--- src/rtl/alu_arbiter.sv ---
// Round-robin arbiter sharing one combinational ALU between two requesters.
// It registers the winning operands, captures the ALU result, and returns a tagged response.
module alu_arbiter #(
  parameter int WIDTH = 32,
  parameter int CNT_W = 16
) (
  input  logic             clk,
  input  logic             reset,
  input  logic             req0_valid,
  output logic             req0_ready,
  input  logic [WIDTH-1:0] req0_a,
  input  logic [WIDTH-1:0] req0_b,
  input  logic [2:0]       req0_op,
  input  logic             req1_valid,
  output logic             req1_ready,
  input  logic [WIDTH-1:0] req1_a,
  input  logic [WIDTH-1:0] req1_b,
  input  logic [2:0]       req1_op,
  output logic [WIDTH-1:0] alu_a,
  output logic [WIDTH-1:0] alu_b,
  output logic [2:0]       alu_op,
  input  logic [WIDTH-1:0] alu_result,
  input  logic             alu_zero,
  output logic             resp_valid,
  output logic             resp_id,
  output logic [WIDTH-1:0] resp_result,
  output logic             resp_zero,
  output logic             resp_err,
  output logic [CNT_W-1:0] op_count
);

  // state | meaning
  // IDLE  | arbitrate; accept at most one request per cycle
  // EXEC  | ALU inputs registered, result settles; capture at end of cycle
  // RESP  | resp_valid strobe for the captured result or illegal-op error
  localparam logic [1:0] ST_IDLE = 2'd0;
  localparam logic [1:0] ST_EXEC = 2'd1;
  localparam logic [1:0] ST_RESP = 2'd2;

  logic [1:0]       state_q, state_d;
  logic             last_grant_q, last_grant_d;
  logic [WIDTH-1:0] alu_a_q, alu_a_d;
  logic [WIDTH-1:0] alu_b_q, alu_b_d;
  logic [2:0]       alu_op_q, alu_op_d;
  logic             resp_id_q, resp_id_d;
  logic [WIDTH-1:0] resp_result_q, resp_result_d;
  logic             resp_zero_q, resp_zero_d;
  logic             resp_err_q, resp_err_d;
  logic [CNT_W-1:0] op_count_q, op_count_d;

  logic             grant_any;
  logic             grant_id;
  logic             accept;
  logic [WIDTH-1:0] win_a;
  logic [WIDTH-1:0] win_b;
  logic [2:0]       win_op;
  logic             win_legal;

  function automatic logic op_is_legal(input logic [2:0] op);
    case (op)
      3'b000, 3'b001, 3'b010, 3'b110, 3'b111: op_is_legal = 1'b1;
      default:                                op_is_legal = 1'b0;
    endcase
  endfunction

  // On a tie the requester that did not win last time gets the grant.
  always_comb begin
    grant_any = req0_valid | req1_valid;
    if (req0_valid && req1_valid) begin
      grant_id = ~last_grant_q;
    end else begin
      grant_id = req1_valid;
    end
    accept     = (state_q == ST_IDLE) && grant_any;
    req0_ready = accept && !grant_id;
    req1_ready = accept && grant_id;
    win_a      = grant_id ? req1_a  : req0_a;
    win_b      = grant_id ? req1_b  : req0_b;
    win_op     = grant_id ? req1_op : req0_op;
    win_legal  = op_is_legal(win_op);
  end

  always_comb begin
    state_d       = state_q;
    last_grant_d  = last_grant_q;
    alu_a_d       = alu_a_q;
    alu_b_d       = alu_b_q;
    alu_op_d      = alu_op_q;
    resp_id_d     = resp_id_q;
    resp_result_d = resp_result_q;
    resp_zero_d   = resp_zero_q;
    resp_err_d    = resp_err_q;
    op_count_d    = op_count_q;
    case (state_q)
      ST_IDLE: begin
        if (accept) begin
          last_grant_d = grant_id;
          resp_id_d    = grant_id;
          if (win_legal) begin
            alu_a_d  = win_a;
            alu_b_d  = win_b;
            alu_op_d = win_op;
            state_d  = ST_EXEC;
          end else begin
            // Illegal ops bypass the ALU and leave its input registers alone.
            resp_result_d = '0;
            resp_zero_d   = 1'b0;
            resp_err_d    = 1'b1;
            state_d       = ST_RESP;
          end
        end
      end
      ST_EXEC: begin
        resp_result_d = alu_result;
        resp_zero_d   = alu_zero;
        resp_err_d    = 1'b0;
        op_count_d    = op_count_q + CNT_W'(1);
        state_d       = ST_RESP;
      end
      ST_RESP: begin
        state_d = ST_IDLE;
      end
      default: begin
        state_d = ST_IDLE;
      end
    endcase
  end

  always_ff @(posedge clk or posedge reset) begin
    if (reset) begin
      state_q       <= ST_IDLE;
      last_grant_q  <= 1'b1;
      alu_a_q       <= '0;
      alu_b_q       <= '0;
      alu_op_q      <= 3'b000;
      resp_id_q     <= 1'b0;
      resp_result_q <= '0;
      resp_zero_q   <= 1'b0;
      resp_err_q    <= 1'b0;
      op_count_q    <= '0;
    end else begin
      state_q       <= state_d;
      last_grant_q  <= last_grant_d;
      alu_a_q       <= alu_a_d;
      alu_b_q       <= alu_b_d;
      alu_op_q      <= alu_op_d;
      resp_id_q     <= resp_id_d;
      resp_result_q <= resp_result_d;
      resp_zero_q   <= resp_zero_d;
      resp_err_q    <= resp_err_d;
      op_count_q    <= op_count_d;
    end
  end

  assign alu_a       = alu_a_q;
  assign alu_b       = alu_b_q;
  assign alu_op      = alu_op_q;
  assign resp_valid  = (state_q == ST_RESP);
  assign resp_id     = resp_id_q;
  assign resp_result = resp_result_q;
  assign resp_zero   = resp_zero_q;
  assign resp_err    = resp_err_q;
  assign op_count    = op_count_q;

endmodule

--- config.mk ---
export PLATFORM = sky130hd
export DESIGN_NAME = alu_arbiter
export DESIGN_NICKNAME = d
export VERILOG_FILES = /design/src/rtl/alu_arbiter.sv
export SDC_FILE = /design/constraint.sdc
export NUM_CORES = 1
export LEC_CHECK = 0
export CELL_PAD_IN_SITES_DETAIL_PLACEMENT = 1
export CELL_PAD_IN_SITES_GLOBAL_PLACEMENT = 2
export CORE_UTILIZATION = 24
export CTS_CLUSTER_SIZE = 16
export DETAILED_ROUTE_END_ITERATION = 8
export PLACE_DENSITY_LB_ADDON = 0.1
export SETUP_SLACK_MARGIN = 0.02
export SLEW_MARGIN = 10
export SYNTH_ARGS = -nofsm -noshare
export SYNTH_HDL_FRONTEND = slang
export SYNTH_SLANG_ARGS = --single-unit
--- constraint.sdc ---
create_clock -name clk -period 5.68 [get_ports clk]
set_input_delay 1.136 -clock clk [delete_from_list [all_inputs] [get_ports clk]]
set_output_delay 1.136 -clock clk [all_outputs]
set_load 0.02 [all_outputs]
======== Word-level counts from Yosys, hierarchy flattened ========
Index checks and enable logic that the tools add are counted.
storage, ports and cells
  latch bits .............................. 0
  bits in read-only memories .............. 0
  input bits .............................. 171
  memories ................................ 0
  memory bits (writable) .................. 0
  register bits after elaboration ......... 121
cells by class
  bitwise operators ....................... 2
  multipliers ............................. 0
  shift operators ......................... 0
  div/mod/pow operators ................... 0
  reduce and logical (&&, ||, !) cells .... 12
  muxes and demuxes ....................... 17
  add/subtract/negate cells ............... 1
  magnitude comparators ................... 0
  equal/unequal tests ..................... 8
operators by type and width
  kind                                                  number
  two-way mux 32 bit                                    4
  case mux 32 bit (2 select lines)                      1
  adder 16 x 1 -> 16 bit (second input constant)        1
  equality test 3 bit (second input constant)           2
  two-way mux 1 bit                                     6
  AND reduction 3 bit                                   2
  OR reduction 5 bit                                    1
  logical AND 1 bit                                     4
  two-way mux 2 bit                                     2
  inequality test 2 bit (second input constant)         2
  case mux 1 bit (2 select lines)                       2
  case mux 2 bit (2 select lines)                       1
  equality test 3 x 1 -> 1 bit (second input constant)  1
  equality test 3 x 2 -> 1 bit (second input constant)  1
  logical NOT 3 bit                                     1
  two-way mux 3 bit                                     1
  equality test 2 x 1 -> 1 bit (second input constant)  1
  equality test 2 bit (second input constant)           1
  logical NOT 2 bit                                     1
  AND reduction 2 bit                                   1
  nonzero test 2 bit                                    1
  logical NOT 1 bit                                     1
  NOT 1 bit                                             1
  bitwise OR 1 bit                                      1

======== Depth between registers and ports, before layout ========
Gate-level depths: netlist of the first run.
  depth after elaboration ................. 9
  depth in mapped cells ................... 7
  gate-level depth less buffers ........... 5

======== Least setup slack after synthesis of the first run ========
OpenSTA, ideal clock, no wires.
  path kind ............................... input to output
  from .................................... in req1_valid
  to ...................................... out req1_ready
  data arrival time ....................... 2.183 ns
  stages on the path ...................... 4
  setup slack ............................. 2.361 ns
  path through ............................ a21boi_1 buf_2 clkbuf_1 nor2b_1
on the way
  cells in the longest elaborated chain, start to end .. 3
  elaborated cells on any way between the ends .. 5
  classes of those cells .................. 1 x mux; 1 x bitwise; 3 x reduce/logical
RTL lines
  what                                                    RTL line  text
  start: declaration                                      14        input logic req1_valid,
  bitwise OR 1 bit or logical AND 1 bit (tied branches)   68, 69
  logical AND 1 bit or two-way mux 1 bit (tied branches)  74, 69
  logical AND 1 bit (*)                                   76        req1_ready = accept && grant_id;
  end: declaration                                        15        output logic req1_ready,
Every way passes the cells marked *; elsewhere a longest branch is shown, timed or not.

======== Worst setup path in the final report of the first run ========
  from .................................... in req0_valid
  to ...................................... out req1_ready
on the way
  cells in the longest elaborated chain, start to end .. 3
  elaborated cells on any way between the ends .. 5
  classes of those cells .................. 1 x mux; 1 x bitwise; 3 x reduce/logical
RTL lines
  what                                                    RTL line  text
  start: declaration                                      9         input logic req0_valid,
  bitwise OR 1 bit or logical AND 1 bit (tied branches)   68, 69
  logical AND 1 bit or two-way mux 1 bit (tied branches)  74, 69
  logical AND 1 bit (*)                                   76
Marks and branches as above.

==> results by group, run 1 <==
Clock tree
  – Post-cts repair resize count: 0
  – Worst-path clk slew: 0.05 ns
  – CTS tree: built
  – Max clock buf depth: 2
  – Post-CTS Hold Fix Bufs: 0
  – Inserted Clock Buffers: 17
  – Postcts setup bufs: 0
  – H-tree depth: 4
  – Root buf cell: clkbuf_16
  – Clk sink count: 121
  – Clk_lat worst skew: 0.41 ns

STA
  – Fmax: 242 MHz
  – Worst-margin pin slew: 0.926 ns
  – Unrepaired setup endpoints after global routing: false
  – Hold Violations, Final: 0
  – Fin crit share: 72.7%
  – Max Slew Vio Count: 0
  – Setup TNS: 0 ns
  – Skew final: 0.00837 ns
  – Setup violators final: 0
  – Max transition margin: 38.3%
  – Tmin final: 4.13 ns

Layout
  – Final Core Density: 41.1%
  – Share of layout cells above drive strength 1: 21.4%
  – ANT cells: 0
  – Leading cell types in the layout, fill and taps excluded: 291 x clkdlybuf4s50_1, 120 x dfrtp_1, 117 x mux2_2
  – Commonest non-fill, non-tap cell in the layout: clkdlybuf4s50_1
  – Area growth syn-to-layout: 67.9%
  – Final nets: 909

Worst setup path
  – Worst Path Max Fanout: 5
  – WP data required: 4.54 ns
  – CP startpoint kind: input port
  – Arr. time, crit path: 2.99 ns
  – WS Path Type: input port to output pin
  – CP Capture Type: output pin
  – Worst R2R Setup Slack: 3.25 ns

Logic synthesis
  – Synth warnings: 0
  – #FFs+latches synth: 121
  – Post-Syn Area per Cell: 12.4 µm²
  – Sequential area share after synthesis: 54.7%
  – Synth cell types: 37
  – Post-synth top area share: 54.2%
  – Post-synth top area cell: dfrtp_1
  – Synth area leaders: dfrtp_1 54%, mux2_2 24%, nand2_1 5.2%
  – Post-Syn Area: 5540 µm²
  – Gate Count Post-Synth: 448
  – Syn_nets: 620

Drt
  – Initial DRC count: 115
  – Pre-antenna DRT Iters: 4
  – Drt drc: 0
  – Via count: 4,493
  – Drt via density: 4.35
  – Routed wire length: 18,600 µm
  – Routed WL per cell: 18.0 µm
  – Antenna Nets Post-Route: 0

Floorplan
  – Core area: 22,600 µm²
  – Io pins: 292
  – Die Span Y: 154 µm
  – Initial cell density of the core: 24.5%
  – Row cnt: 55
  – Die Wd: 154 µm
  – Die area: 23,700 µm²

Pwr
  – PwrDens: 490 nW/µm²
  – Max IR drop VDD: 0.217 mV
  – P_leak: 0.00377 µW

GRT
  – GRT Overall Usage: 16.3%
  – Initial antenna violation count: 0
  – Largest net degree at the start of global routing: 61
  – Gr ovfl total: 0
  – Vias in the first global route: 4,923
  – First-pass GRT wire length: 29,400 µm

Place
  – HPWL Detailed: 14,100 µm
  – Port bufs: 291
  – Final weighted congestion in routability-driven placement: 0.710

Outcome
  – Status: finished, final reports clean

Job
  – # Max-Cap Violations: 0

Hold path
  – Worst Hold Class: flip-flop to flip-flop
[power by group]
group          total, µW  switching, µW  internal (µW)
clock               1010            374            637
sequential          1430            205           1220
combinational       2110           1030           1080
[Yosys cell counts, drive strengths merged]
cell and number:
o211ai 1, a21oi 1, and4 2, nand2b 2, a21boi 1, mux2 133
dfrtp 120, nand4b 1, xor2 3, or2 2, ha 1, nor4b 1
nor3 1, mux2i 1, a21o 2, nand2 76, nor4 1, or3 1
o21ai 34, and3b 2, a211o 1, inv 3, buf 10, dfstp 1
and3 2, nand3 5, nor2 2, clkbuf 18, nand4 4, o21bai 1
xnor2 12, nor2b 3
[critical path, stage by stage]
cell             delay, ns
clkdlybuf4s50_1       0.54
o21bai_1              0.09
or2_2                 0.34
nor2b_1               0.22
clkdlybuf4s50_1       0.67
[cell families (layout without fill, tap and decap cells)]
logic type / after synthesis / after routing / synth area share [%]
adder cells (fa/ha/maj): 1 / 1 / 0.226
AND/OR/NAND/NOR: 105 / 105 / 8.47
multiplexers: 134 / 134 / 27.2
buffers and inverters: 31 / 330 / 2.82
flip-flops: 121 / 121 / 54.7
AO/OA/AOI/OAI: 41 / 41 / 4.20
XOR/XNOR: 15 / 15 / 2.37
[flip-flops by register name, summed over array words and instances (netlist names)]
| signal | count |
|---|---|
| alu_a | 32 |
| alu_b | 32 |
| resp_result | 32 |
| op_count | 16 |
| alu_op | 3 |
| state_q | 2 |
| last_grant_q | 1 |
| resp_err | 1 |
| resp_id | 1 |
| resp_zero | 1 |
[metrics by stage]
| step | area [µm²] | hold slack (ns) | worst slack, ns | power (µW) | std cells |
|---|---|---|---|---|---|
| final | 9300 | 0.482 | 1.55 | 4550 | 1032 |
| after global routing | 9300 | 0.508 | 1.47 | 4830 | 1032 |
| after CTS | 9300 | 0.488 | 1.53 | 4650 | 1032 |
| after detailed placement | 8740 | 0.476 | 1.53 | 3610 | 1003 |
| after global placement | 8740 | 0.462 | 1.60 | 3550 | 1003 |
| after floorplan | 5540 | 0.494 | 1.33 | 2520 | 448 |
[area by class of cell]
class / instances / area, µm²
Fill cell: 2449 / 13300
Sequential cell: 121 / 3030
Timing Repair Buffer: 298 / 2980
Multi-Input combinational cell: 296 / 2370
Clock buffer: 21 / 480
Tap cell: 285 / 357
Clock inverter: 8 / 72.6
Inverter: 3 / 13.8
[per-layer routing]
metal | share of wire, % | routed length, µm | global-route usage, %
met1 | 42 | 7780 | 19.4
met2 | 48 | 8900 | 26.9
met3 | 8.8 | 1630 | 6.40
met4 | 1.3 | 249 | 5.33
met5 | 0 | 0 | 0
[worst paths after layout]
kind                                    from               to  cells past startpoint
worst max-delay path              req0_valid       req1_ready                      5
max in group asynchronous              reset        alu_b[12]                      3
worst min-delay path            op_count[15]     op_count[15]                      1
min in group asynchronous              reset  resp_result[13]                      2
worst min register to register  op_count[15]     op_count[15]                      1
worst max register to register  last_grant_q         alu_a[3]                      5
Note: power is estimated with default switching activity, not from simulation.
==> run 2: changes to the inputs <==
--- a/config.mk
+++ b/config.mk
@@ -7,7 +7,7 @@
 export LEC_CHECK = 0
 export CELL_PAD_IN_SITES_DETAIL_PLACEMENT = 1
 export CELL_PAD_IN_SITES_GLOBAL_PLACEMENT = 2
-export CORE_UTILIZATION = 24
+export CORE_UTILIZATION = 21
 export CTS_CLUSTER_SIZE = 16
 export DETAILED_ROUTE_END_ITERATION = 8
 export PLACE_DENSITY_LB_ADDON = 0.1
==> constraint.sdc (replaced) <==
create_clock -name clk -period 3.5 [get_ports clk]
set_input_delay 0.7 -clock clk [delete_from_list [all_inputs] [get_ports clk]]
set_output_delay 0.7 -clock clk [all_outputs]
set_load 0.02 [all_outputs]
==> results by group, run 2 (same netlist as run 1, synthesis figures left out) <==
Clock tree
  – Max clock buf depth: 2 (unchanged)
  – Clk sink count: 121 (unchanged)
  – Root buf cell: clkbuf_16
  – Post-CTS Hold Fix Bufs: 0 (unchanged)
  – Worst-path clk slew: 0.05 ns (about the same)
  – Inserted Clock Buffers: 17 (unchanged)
  – Clk_lat worst skew: 0.42 ns (about the same)
  – Post-cts repair resize count: 0 (unchanged)
  – H-tree depth: 4 (unchanged)
  – Postcts setup bufs: 0 (unchanged)
  – CTS tree: built

STA
  – Setup violators final: 0 (unchanged)
  – Max transition margin: 41.4% (+3.1 points)
  – Hold Violations, Final: 0 (unchanged)
  – Fin crit share: 92.4%
  – Max Slew Vio Count: 0 (unchanged)
  – Unrepaired setup endpoints after global routing: false
  – Skew final: 0.00916 ns (+0.000790 ns)
  – Worst-margin pin slew: 0.878 ns (-0.0484 ns)
  – Setup TNS: 0 ns (unchanged)
  – Fmax: 309 MHz
  – Setup ws final: 0.266 ns (-1.29 ns)
  – Tmin final: 3.23 ns

Worst setup path
  – CP startpoint kind: input port
  – WP data required: 2.80 ns (-1.74 ns)
  – CP Capture Type: output pin
  – Arr. time, crit path: 2.53 ns (-0.46 ns)
  – Worst Path Max Fanout: 4 (-1)
  – WS Path Type: input port to output pin

Drt
  – Routed WL per cell: 17.7 µm (-1.3%)
  – Drt drc: 0 (unchanged)
  – Routed wire length: 19,300 µm (+4.1%)
  – Drt via density: 4.16 (-4.5%)
  – Pre-antenna DRT Iters: 4 (unchanged)
  – Antenna Nets Post-Route: 0 (unchanged)
  – Initial DRC count: 104 (-9.6%)
  – Via count: 4,527 (+0.76%)

Pwr
  – Max IR drop VDD: 0.292 mV (+35%)
  – PwrDens: 804 nW/µm² (+64%)
  – P_leak: 0.00381 µW (+1.1%)

Floorplan
  – Die Wd: 164 µm (+6.8%)
  – Row cnt: 59 (+7.3%)
  – Core area: 26,000 µm² (+15%)
  – Die Span Y: 164 µm (+6.8%)
  – Io pins: 292 (unchanged)
  – Initial cell density of the core: 21.3% (-3.1 points)
  – Die area: 27,000 µm² (+14%)

Layout
  – Share of layout cells above drive strength 1: 22.0% (+0.63 points)
  – Commonest non-fill, non-tap cell in the layout: clkdlybuf4s50_1
  – Leading cell types in the layout, fill and taps excluded: 291 x clkdlybuf4s50_1, 120 x dfrtp_1, 117 x mux2_2
  – Area growth syn-to-layout: 71.2%
  – Final Cell Area: 9480 µm² (+2.0%)
  – Final nets: 912 (+0.33%)

Hold path
  – Worst Hold Class: flip-flop to flip-flop

GRT
  – Initial antenna violation count: 1 (+1)
  – GRT Overall Usage: 14.4% (-2.0 points)
  – Vias in the first global route: 4,961 (+0.77%)
  – First-pass GRT wire length: 29,000 µm (-1.1%)
  – Gr ovfl total: 0 (unchanged)
  – Largest net degree at the start of global routing: 50 (-18%)

Outcome
  – Status: finished, final reports clean

Place
  – Worst slack, placed: 0.246 ns (-1.28 ns)
  – Port bufs: 291 (unchanged)
  – HPWL Detailed: 14,400 µm (+2.4%)
  – Final weighted congestion in routability-driven placement: 0.733 (+3.1%)
  – Area after DPL: 8870 µm² (+1.4%)

Job
  – # Max-Cap Violations: 0 (unchanged)
## run 2: area by class of cell
cell class | instances | area [µm²]
fillers | 2777 | 16500
repair buffers | 301 | 3040
flip-flops and latches | 121 | 3030
multi-input cells | 296 | 2370
clock buffers | 18 | 439
well taps | 335 | 419
clock inverters | 14 | 173
inverters | 3 | 15.0
diodes | 1 | 2.50
## run 2: per-layer routing
| metal | routed length (µm) | track usage, % | share of wire [%] | up-vias |
|---|---|---|---|---|
| met4 | 240 | 4.55 | 1.2 | 0 |
| met5 | 0 | 0 | 0 | - |
| met1 | 7960 | 17.3 | 41 | 2187 |
| met2 | 9320 | 23.8 | 48 | 185 |
| met3 | 1790 | 5.20 | 9.3 | 17 |
| li1 | - | - | - | 2138 |
## run 2: metrics by stage
stage | hold slack [ns] | std cells | utilization (%) | power, µW
2_1_floorplan | 0.494 | 448 | - | 4080
3_3_place_gp | 0.469 | 1056 | 34.1 | 5840
3_5_place_dp | 0.476 | 1056 | 34.1 | 5910
4_1_cts | 0.488 | 1088 | 36.5 | 7810
5_1_grt | 0.503 | 1089 | 36.5 | 8090
6_report | 0.484 | 1089 | 36.5 | 7620
## run 2: final timing paths
check	from	to	slack (ns)	cells past startpoint
setup reg to reg	last_grant_q	alu_a[1]	1.16	6
setup / recovery	req0_valid	req0_ready	0.27	6
hold / removal	alu_b[7]	alu_b[7]	0.48	1
max in group asynchronous	reset	resp_result[19]	1.93	3
hold reg to reg	alu_b[7]	alu_b[7]	0.48	1
min in group asynchronous	reset	alu_a[8]	0.81	2
## run 2: critical path, cell delays in order
cell	delay [ns]
clkdlybuf4s50_1	0.53
o21bai_1	0.09
or2_2	0.29
buf_4	0.16
nor2_1	0.13
clkdlybuf4s50_1	0.62
## run 2: power by group
part,internal [µW],total (µW),switching [µW]
Clock,1140,1820,681
Sequential,1980,2330,341
Combinational,1780,3480,1690
Total,4910,7620,2710
